===== src/rtl/bubble_host_sequencer.sv =====
// Host-side bubble access sequencer: seek by rotation count, replicate, skip latency, deserialise.
// Optional CRC-16-CCITT checker over captured bits is enabled by defining BUBBLE_HOST_CRC_EN.
module bubble_host_sequencer #(
  parameter int unsigned REP_TICKS    = 16,
  parameter int unsigned DATA_LATENCY = 2,
  parameter int unsigned STOP_TIMEOUT = 4095
) (
  input  logic        master_clock,
  input  logic        master_reset,
  input  logic        start,
  input  logic        boot_page,
  input  logic [11:0] skip_rotations,
  input  logic [12:0] bit_count,
  input  logic        abort,
  output logic        busy,
  output logic        done,
  output logic        timeout,
  output logic [7:0]  byte_out,
  output logic        byte_valid,
  output logic        bubble_shift_enable,
  output logic        replicator_enable,
  output logic        bootloop_enable,
`ifdef BUBBLE_HOST_CRC_EN
  output logic [15:0] crc_out,
  output logic        crc_ok,
`endif
  input  logic        position_change,
  input  logic        coil_enable,
  input  logic        bubble_data_in,
  input  logic        bubble_data_clock
);

  localparam int unsigned ROT_W  = 12;
  localparam int unsigned BIT_W  = 13;
  localparam int unsigned REP_W  = (REP_TICKS < 2) ? 1 : $clog2(REP_TICKS + 1);
  localparam int unsigned LAT_W  = (DATA_LATENCY < 2) ? 1 : $clog2(DATA_LATENCY + 1);
  localparam int unsigned STOP_W = (STOP_TIMEOUT < 2) ? 1 : $clog2(STOP_TIMEOUT + 1);

  typedef enum logic [2:0] {
    S_IDLE, S_SEEK, S_REPL, S_LAT, S_XFER, S_STOP, S_DONE
  } state_t;

  state_t state, state_nx;

  logic [1:0]        pc_sync, coil_sync, din_sync, dclk_sync;
  logic              pc_prev, dclk_prev;
  logic              pc_stb, dat_stb, coil_s, din_s;

  logic [ROT_W-1:0]  rot_cnt;
  logic [BIT_W-1:0]  bit_cnt;
  logic [REP_W-1:0]  rep_cnt;
  logic [LAT_W-1:0]  lat_cnt;
  logic [STOP_W-1:0] stop_cnt;
  logic [7:0]        sreg;
  logic [3:0]        nbits;

  logic [7:0]        sreg_nx;
  logic [3:0]        nb_nx;
  logic              cap, emit;

  logic              busy_d, done_d, timeout_d, byte_valid_d;
  logic              shift_en_d, rep_en_d, boot_d;
  logic [7:0]        byte_d;

  // Input synchronisers with rising-edge strobes for rotation and data clock
  always_ff @(posedge master_clock or posedge master_reset) begin
    if (master_reset) begin
      pc_sync   <= 2'b00;
      coil_sync <= 2'b11;
      din_sync  <= 2'b00;
      dclk_sync <= 2'b00;
      pc_prev   <= 1'b0;
      dclk_prev <= 1'b0;
    end else begin
      pc_sync   <= {pc_sync[0], position_change};
      coil_sync <= {coil_sync[0], coil_enable};
      din_sync  <= {din_sync[0], bubble_data_in};
      dclk_sync <= {dclk_sync[0], bubble_data_clock};
      pc_prev   <= pc_sync[1];
      dclk_prev <= dclk_sync[1];
    end
  end

  assign pc_stb  = pc_sync[1] & ~pc_prev;
  assign dat_stb = dclk_sync[1] & ~dclk_prev;
  assign coil_s  = coil_sync[1];
  assign din_s   = din_sync[1];

  always_ff @(posedge master_clock or posedge master_reset) begin
    if (master_reset) state <= S_IDLE;
    else              state <= state_nx;
  end

  always_comb begin
    state_nx = state;
    unique case (state)
      S_IDLE: if (start) state_nx = S_SEEK;
      S_SEEK: begin
        if (abort)                                state_nx = S_STOP;
        else if (pc_stb && (rot_cnt == '0))       state_nx = S_REPL;
      end
      S_REPL: begin
        if (abort)                                state_nx = S_STOP;
        else if (rep_cnt == REP_W'(REP_TICKS - 1))
          state_nx = (DATA_LATENCY == 0) ? S_XFER : S_LAT;
      end
      S_LAT: begin
        if (abort)                                state_nx = S_STOP;
        else if (pc_stb && (lat_cnt <= LAT_W'(1))) state_nx = S_XFER;
      end
      S_XFER: begin
        if (abort)                                state_nx = S_STOP;
        else if ((bit_cnt == '0) || (dat_stb && (bit_cnt == BIT_W'(1))))
          state_nx = S_STOP;
      end
      S_STOP: begin
        if (coil_s || (stop_cnt == STOP_W'(STOP_TIMEOUT - 1))) state_nx = S_DONE;
      end
      S_DONE:  state_nx = S_IDLE;
      default: state_nx = S_IDLE;
    endcase
  end

  // Bit capture: a byte is emitted when full or when the last bit arrives
  assign cap     = (state == S_XFER) && !abort && dat_stb && (bit_cnt != '0);
  assign sreg_nx = {sreg[6:0], din_s};
  assign nb_nx   = nbits + 4'd1;
  assign emit    = cap && ((nb_nx == 4'd8) || (bit_cnt == BIT_W'(1)));

  always_comb begin
    busy_d       = 1'b0;
    done_d       = 1'b0;
    shift_en_d   = 1'b1;
    rep_en_d     = 1'b1;
    byte_valid_d = 1'b0;
    byte_d       = byte_out;
    timeout_d    = timeout;
    boot_d       = bootloop_enable;
    unique case (state_nx)
      S_SEEK, S_REPL, S_LAT, S_XFER: begin
        busy_d     = 1'b1;
        shift_en_d = 1'b0;
      end
      S_STOP:  busy_d = 1'b1;
      S_DONE:  done_d = 1'b1;
      default: ;
    endcase
    if (state_nx == S_REPL) rep_en_d = 1'b0;
    if ((state == S_IDLE) && start) begin
      boot_d    = boot_page;
      timeout_d = 1'b0;
    end
    if ((state_nx == S_IDLE) || (state_nx == S_DONE)) boot_d = 1'b0;
    if ((state == S_STOP) && (state_nx == S_DONE) && !coil_s) timeout_d = 1'b1;
    if (emit) begin
      byte_valid_d = 1'b1;
      byte_d       = sreg_nx << (4'd8 - nb_nx);
    end
  end

  always_ff @(posedge master_clock or posedge master_reset) begin
    if (master_reset) begin
      busy                <= 1'b0;
      done                <= 1'b0;
      timeout             <= 1'b0;
      byte_out            <= 8'h00;
      byte_valid          <= 1'b0;
      bubble_shift_enable <= 1'b1;
      replicator_enable   <= 1'b1;
      bootloop_enable     <= 1'b0;
    end else begin
      busy                <= busy_d;
      done                <= done_d;
      timeout             <= timeout_d;
      byte_out            <= byte_d;
      byte_valid          <= byte_valid_d;
      bubble_shift_enable <= shift_en_d;
      replicator_enable   <= rep_en_d;
      bootloop_enable     <= boot_d;
    end
  end

  // Counters all saturate at their terminal value
  always_ff @(posedge master_clock or posedge master_reset) begin
    if (master_reset) begin
      rot_cnt  <= '0;
      bit_cnt  <= '0;
      rep_cnt  <= '0;
      lat_cnt  <= '0;
      stop_cnt <= '0;
      sreg     <= 8'h00;
      nbits    <= 4'd0;
    end else begin
      if ((state == S_IDLE) && start) begin
        rot_cnt <= skip_rotations;
        bit_cnt <= bit_count;
        sreg    <= 8'h00;
        nbits   <= 4'd0;
      end else begin
        if ((state == S_SEEK) && pc_stb && (rot_cnt != '0)) rot_cnt <= rot_cnt - ROT_W'(1);
        if (cap) begin
          bit_cnt <= bit_cnt - BIT_W'(1);
          sreg    <= sreg_nx;
          nbits   <= (nb_nx == 4'd8) ? 4'd0 : nb_nx;
        end
      end
      rep_cnt <= (state == S_REPL) ? rep_cnt + REP_W'(1) : '0;
      if (state == S_REPL) lat_cnt <= LAT_W'(DATA_LATENCY);
      else if ((state == S_LAT) && pc_stb && (lat_cnt != '0)) lat_cnt <= lat_cnt - LAT_W'(1);
      if (state != S_STOP) stop_cnt <= '0;
      else if (stop_cnt != STOP_W'(STOP_TIMEOUT - 1)) stop_cnt <= stop_cnt + STOP_W'(1);
    end
  end

`ifdef BUBBLE_HOST_CRC_EN
  // CRC-16-CCITT, MSB-first, over every captured bit
  always_ff @(posedge master_clock or posedge master_reset) begin
    if (master_reset) begin
      crc_out <= 16'hFFFF;
      crc_ok  <= 1'b0;
    end else begin
      if ((state == S_IDLE) && start) begin
        crc_out <= 16'hFFFF;
        crc_ok  <= 1'b0;
      end else if (cap) begin
        crc_out <= {crc_out[14:0], 1'b0} ^ ((crc_out[15] ^ din_s) ? 16'h1021 : 16'h0000);
      end
      if ((state == S_STOP) && (state_nx == S_DONE)) crc_ok <= (crc_out == 16'h0000);
    end
  end
`endif

endmodule

===== config.mk =====
export PLATFORM = sky130hd
export DESIGN_NAME = bubble_host_sequencer
export DESIGN_NICKNAME = d
export VERILOG_FILES = /design/src/rtl/bubble_host_sequencer.sv
export SDC_FILE = /design/constraint.sdc
export NUM_CORES = 1
export LEC_CHECK = 0
export ABC_AREA = 1
export CORE_ASPECT_RATIO = 0.8
export CORE_MARGIN = 3
export CORE_UTILIZATION = 50
export CTS_CLUSTER_DIAMETER = 80
export DETAILED_ROUTE_END_ITERATION = 8
export PLACE_DENSITY = 0.81
export SLEW_MARGIN = 20
export SYNTH_ARGS = -nofsm -noshare
export SYNTH_HDL_FRONTEND = slang
export SYNTH_SLANG_ARGS = --single-unit

===== constraint.sdc =====
create_clock -name master_clock -period 3.08 [get_ports master_clock]
set_input_delay 0.462 -clock master_clock [delete_from_list [all_inputs] [get_ports master_clock]]
set_output_delay 0.462 -clock master_clock [all_outputs]
set_load 0.02 [all_outputs]

==> results.md <==
* GRT Residual Overflow at 0
* Floorplan die area at between 10000 and 15000 um2
* Leakage power figure at 2.47 nW
* Area share of the largest cell type after synthesis at 0.431
* Post-detailed-route via-to-cell ratio at ~5.4
* Via count of the first global-routing pass at 3812
* Kind of cell adding the most delay to the critical path: flip-flops
* Final wirelength at 10000 um
* Post-CTS setup repair buffer count at 0
* Clock buffers created by TritonCTS at 9
* Cell chosen for the clock root: clkbuf_16
* Total power consumption of the routed design at 0.00453 W
* Cell accounting for the most synthesized area: dfrtp_1
* Number of cells on the critical path at 8
* Post-synthesis net count at a little under 600
* Slowest cell delay on critical path at between 0.5 and 0.6 ns
* Floorplan row count at 30
* Clock tree skew after final layout at ~0.0070 ns
* Power per Cell Area at 833 nW/um2
* Overall Global Routing Usage at 0.206
* Growth of design area from synthesis to finish at 18.7%
* Number of remaining DRC errors at 0
* Synthesized netlist cell count at 552
* Commonest cells in the netlist: nand2_1 (105), dfrtp_1 (79), inv_1 (64)
* CP Data Required Time at 3.34 ns
* Number of setup violations in the final report at 0
* Total I/O pin count at 49
* H-tree levels at 3
* Register cell area after layout at 2080 um2
* Hold-fix buffer count after cts at 0
* Instance count along the most critical hold path at 0
* Peak VDD IR at slightly above 0.6 mV
* DRT antenna net count at 0
* Fill cell instance count of the final layout at 717
* Max Freq at roughly 0.5 GHz
* Final Slew Violations at 0
* Max-Slew Margin vs Limit at 0.579
* I/O Buffers at 48
* Largest net degree at the start of global routing at 48
* Slowest CP cell: dfrtp_1
* Avg Inst Size Synth at 8.30 um2
* Nets@finish at 646
* Unique masters post-synth at 46
* Average wire per standard cell at 14.0 um
* Nature of the critical path startpoint: register
* Post-synthesis instance area at about 4600 um2
* Top-count cell post-synth: nand2_1
* Maximum Capacitance Violations at 0
* Worst slew pin tran at 0.631 ns
* Post-route clock period utilization at 0.643
* Antenna diodes at 0
* Routability congestion estimate at 0.867
* Final Hold Fails at 0
* Area of the multi-input gates at 2120 um2
* Post-synthesis async set-or-reset flop share at 1.00
* CP Data Arrival Time at roughly 2.3 ns
* Wire length of the first global-routing pass at 17400 um
* Portion of the post-synthesis area used by sequential elements at 0.454
* Clock latency reported for the late side of the worst-skew pair at 0.34 ns
* Initial antenna violation count at 0
* Status: finished clean
* Area inside the core boundary at 8710 um2
* Kind of capture point of the worst setup path: register
* Total of warnings raised by yosys at 0
* Total clock sinks at 83
* Peak fanout along the critical path at 9
* Number of gates resized after cts at 0
* Category of the most critical setup path: reg2reg
* Worst-path clk slew at 0.06 ns
* Share of cells above drive strength 1 at 0.130
* Number of flops mapped to enable cells by yosys at 0
* Cells taking the most area after synthesis: dfrtp_1 (43%), nand2_1 (8.6%), inv_1 (5.2%)
* Initial drt markers at 216
* TritonRoute pass-1 iters at 5
* CTS max path bufs at 2
* Unrepaired setup endpoints after global routing: false
* Register bit count reported by yosys at between 80 and 90
* Clock tree from TritonCTS: built
* Die boundary width at 113 um
* Worst hold-check path type: reg2reg
* Starting density of the core at 0.526
* Number of cells on the worst reg-to-reg path at 8
* Predominant post-synthesis flop cell: dfrtp_1
* Via count at 3899
* Time the worst path needs with I/O delays and setup at ~2 ns
* Detailed placer's ending HPWL at 7160 um
* Cell Chain, Critical Path: ha_1, inv_1, nor2_2, nor2_4, inv_2, o21ai_0, nand3_1, o21ai_1
* Vertical die dimension at 91.6 um
* Critical path buffer and inverter count at 2
* Sum of negative setup slack at 0 ns
per-layer routing:
| layer | GRT usage | part of all wire | vias up |
|---|---|---|---|
| met5 | 0 | 0 | - |
| met1 | 0.272 | 0.44 | 1805 |
| met4 | 0.0761 | 0.017 | 0 |
| met3 | 0.0521 | 0.070 | 17 |
| li1 | - | - | 1917 |
| met2 | 0.328 | 0.47 | 160 |
registers in the layout, indices dropped and copies added (netlist names), 3 cells and up:
name	flops
state	3
rep_cnt	5
bit_cnt	13
byte_out	8
nbits	4
rot_cnt	12
stop_cnt	12
sreg	7
where the power goes:
part	internal, W	switching, W	leakage, nW
Sequential	0.00137	0.000288	1.06
Clock	0.000652	0.000425	0.137
Combinational	0.000658	0.00114	1.28
through the flow:
step | cell area, um2 | hold WS, ns | util | worst slack, ns | instances
after global placement | 5150 | 0.334 | 0.591 | 0.984 | 702
after global routing | 5440 | 0.358 | 0.625 | 0.882 | 718
after floorplan | 4580 | 0.331 | - | 0.488 | 552
after detailed placement | 5150 | 0.336 | 0.591 | 0.957 | 702
final | 5440 | 0.348 | 0.625 | 1.10 | 718
after CTS | 5440 | 0.350 | 0.625 | 1.10 | 718
layout make-up:
cell class | instances | area share
Inverter | 76 | 0.0531
Tap cell | 112 | 0.0258
Timing Repair Buffer | 51 | 0.0947
Multi-Input combinational cell | 380 | 0.390
Clock buffer | 14 | 0.0467
Clock inverter | 2 | 0.00690
Sequential cell | 83 | 0.383
final timing paths:
path	startpoint	to	slack, ns
max reg2reg	nbits[0]	byte_out[2]	1.10
max in group asynchronous	master_reset	rot_cnt[9]	1.92
max	nbits[0]	byte_out[2]	1.10
min reg2reg	din_sync[0]	din_sync[1]	0.35
min in group asynchronous	master_reset	stop_cnt[11]	0.51
min	din_sync[0]	din_sync[1]	0.35
cells by family after synthesis:
kind of cell | count (synthesis) | share of synthesized area
buf+inv | 89 | 0.0824
compound gates | 98 | 0.132
fa+ha+maj | 11 | 0.0300
flops | 83 | 0.454
xor+xnor | 8 | 0.0235
simple gates | 263 | 0.278
placed cells by master (no fill, tap or decap), types with 2 or more instances in the layout:
cell type        instances
nand2_1                105
dfrtp_1                 79
inv_1                   63
nor2_1                  58
clkdlybuf4s50_1         48
nand3_1                 44
o21ai_0                 34
a21oi_1                 15
inv_2                   11
ha_1                    11
nand2_2                 10
nor2_2                   9
clkbuf_16                9
a31oi_1                  8
o21ai_1                  8
nand4_1                  8
nor2_4                   7
o211ai_1                 7
nor3_1                   7
a22oi_1                  6
nand3_2                  5
o22ai_1                  5
xor2_1                   4
dfstp_2                  4
clkbuf_1                 4
o21ai_2                  3
a211oi_1                 3
nor3_2                   2
nand2_4                  2
nand3_4                  2
xor2_4                   2
xnor2_1                  2
o21a_1                   2
buf_4                    2
(Power assumes the default switching activity.)
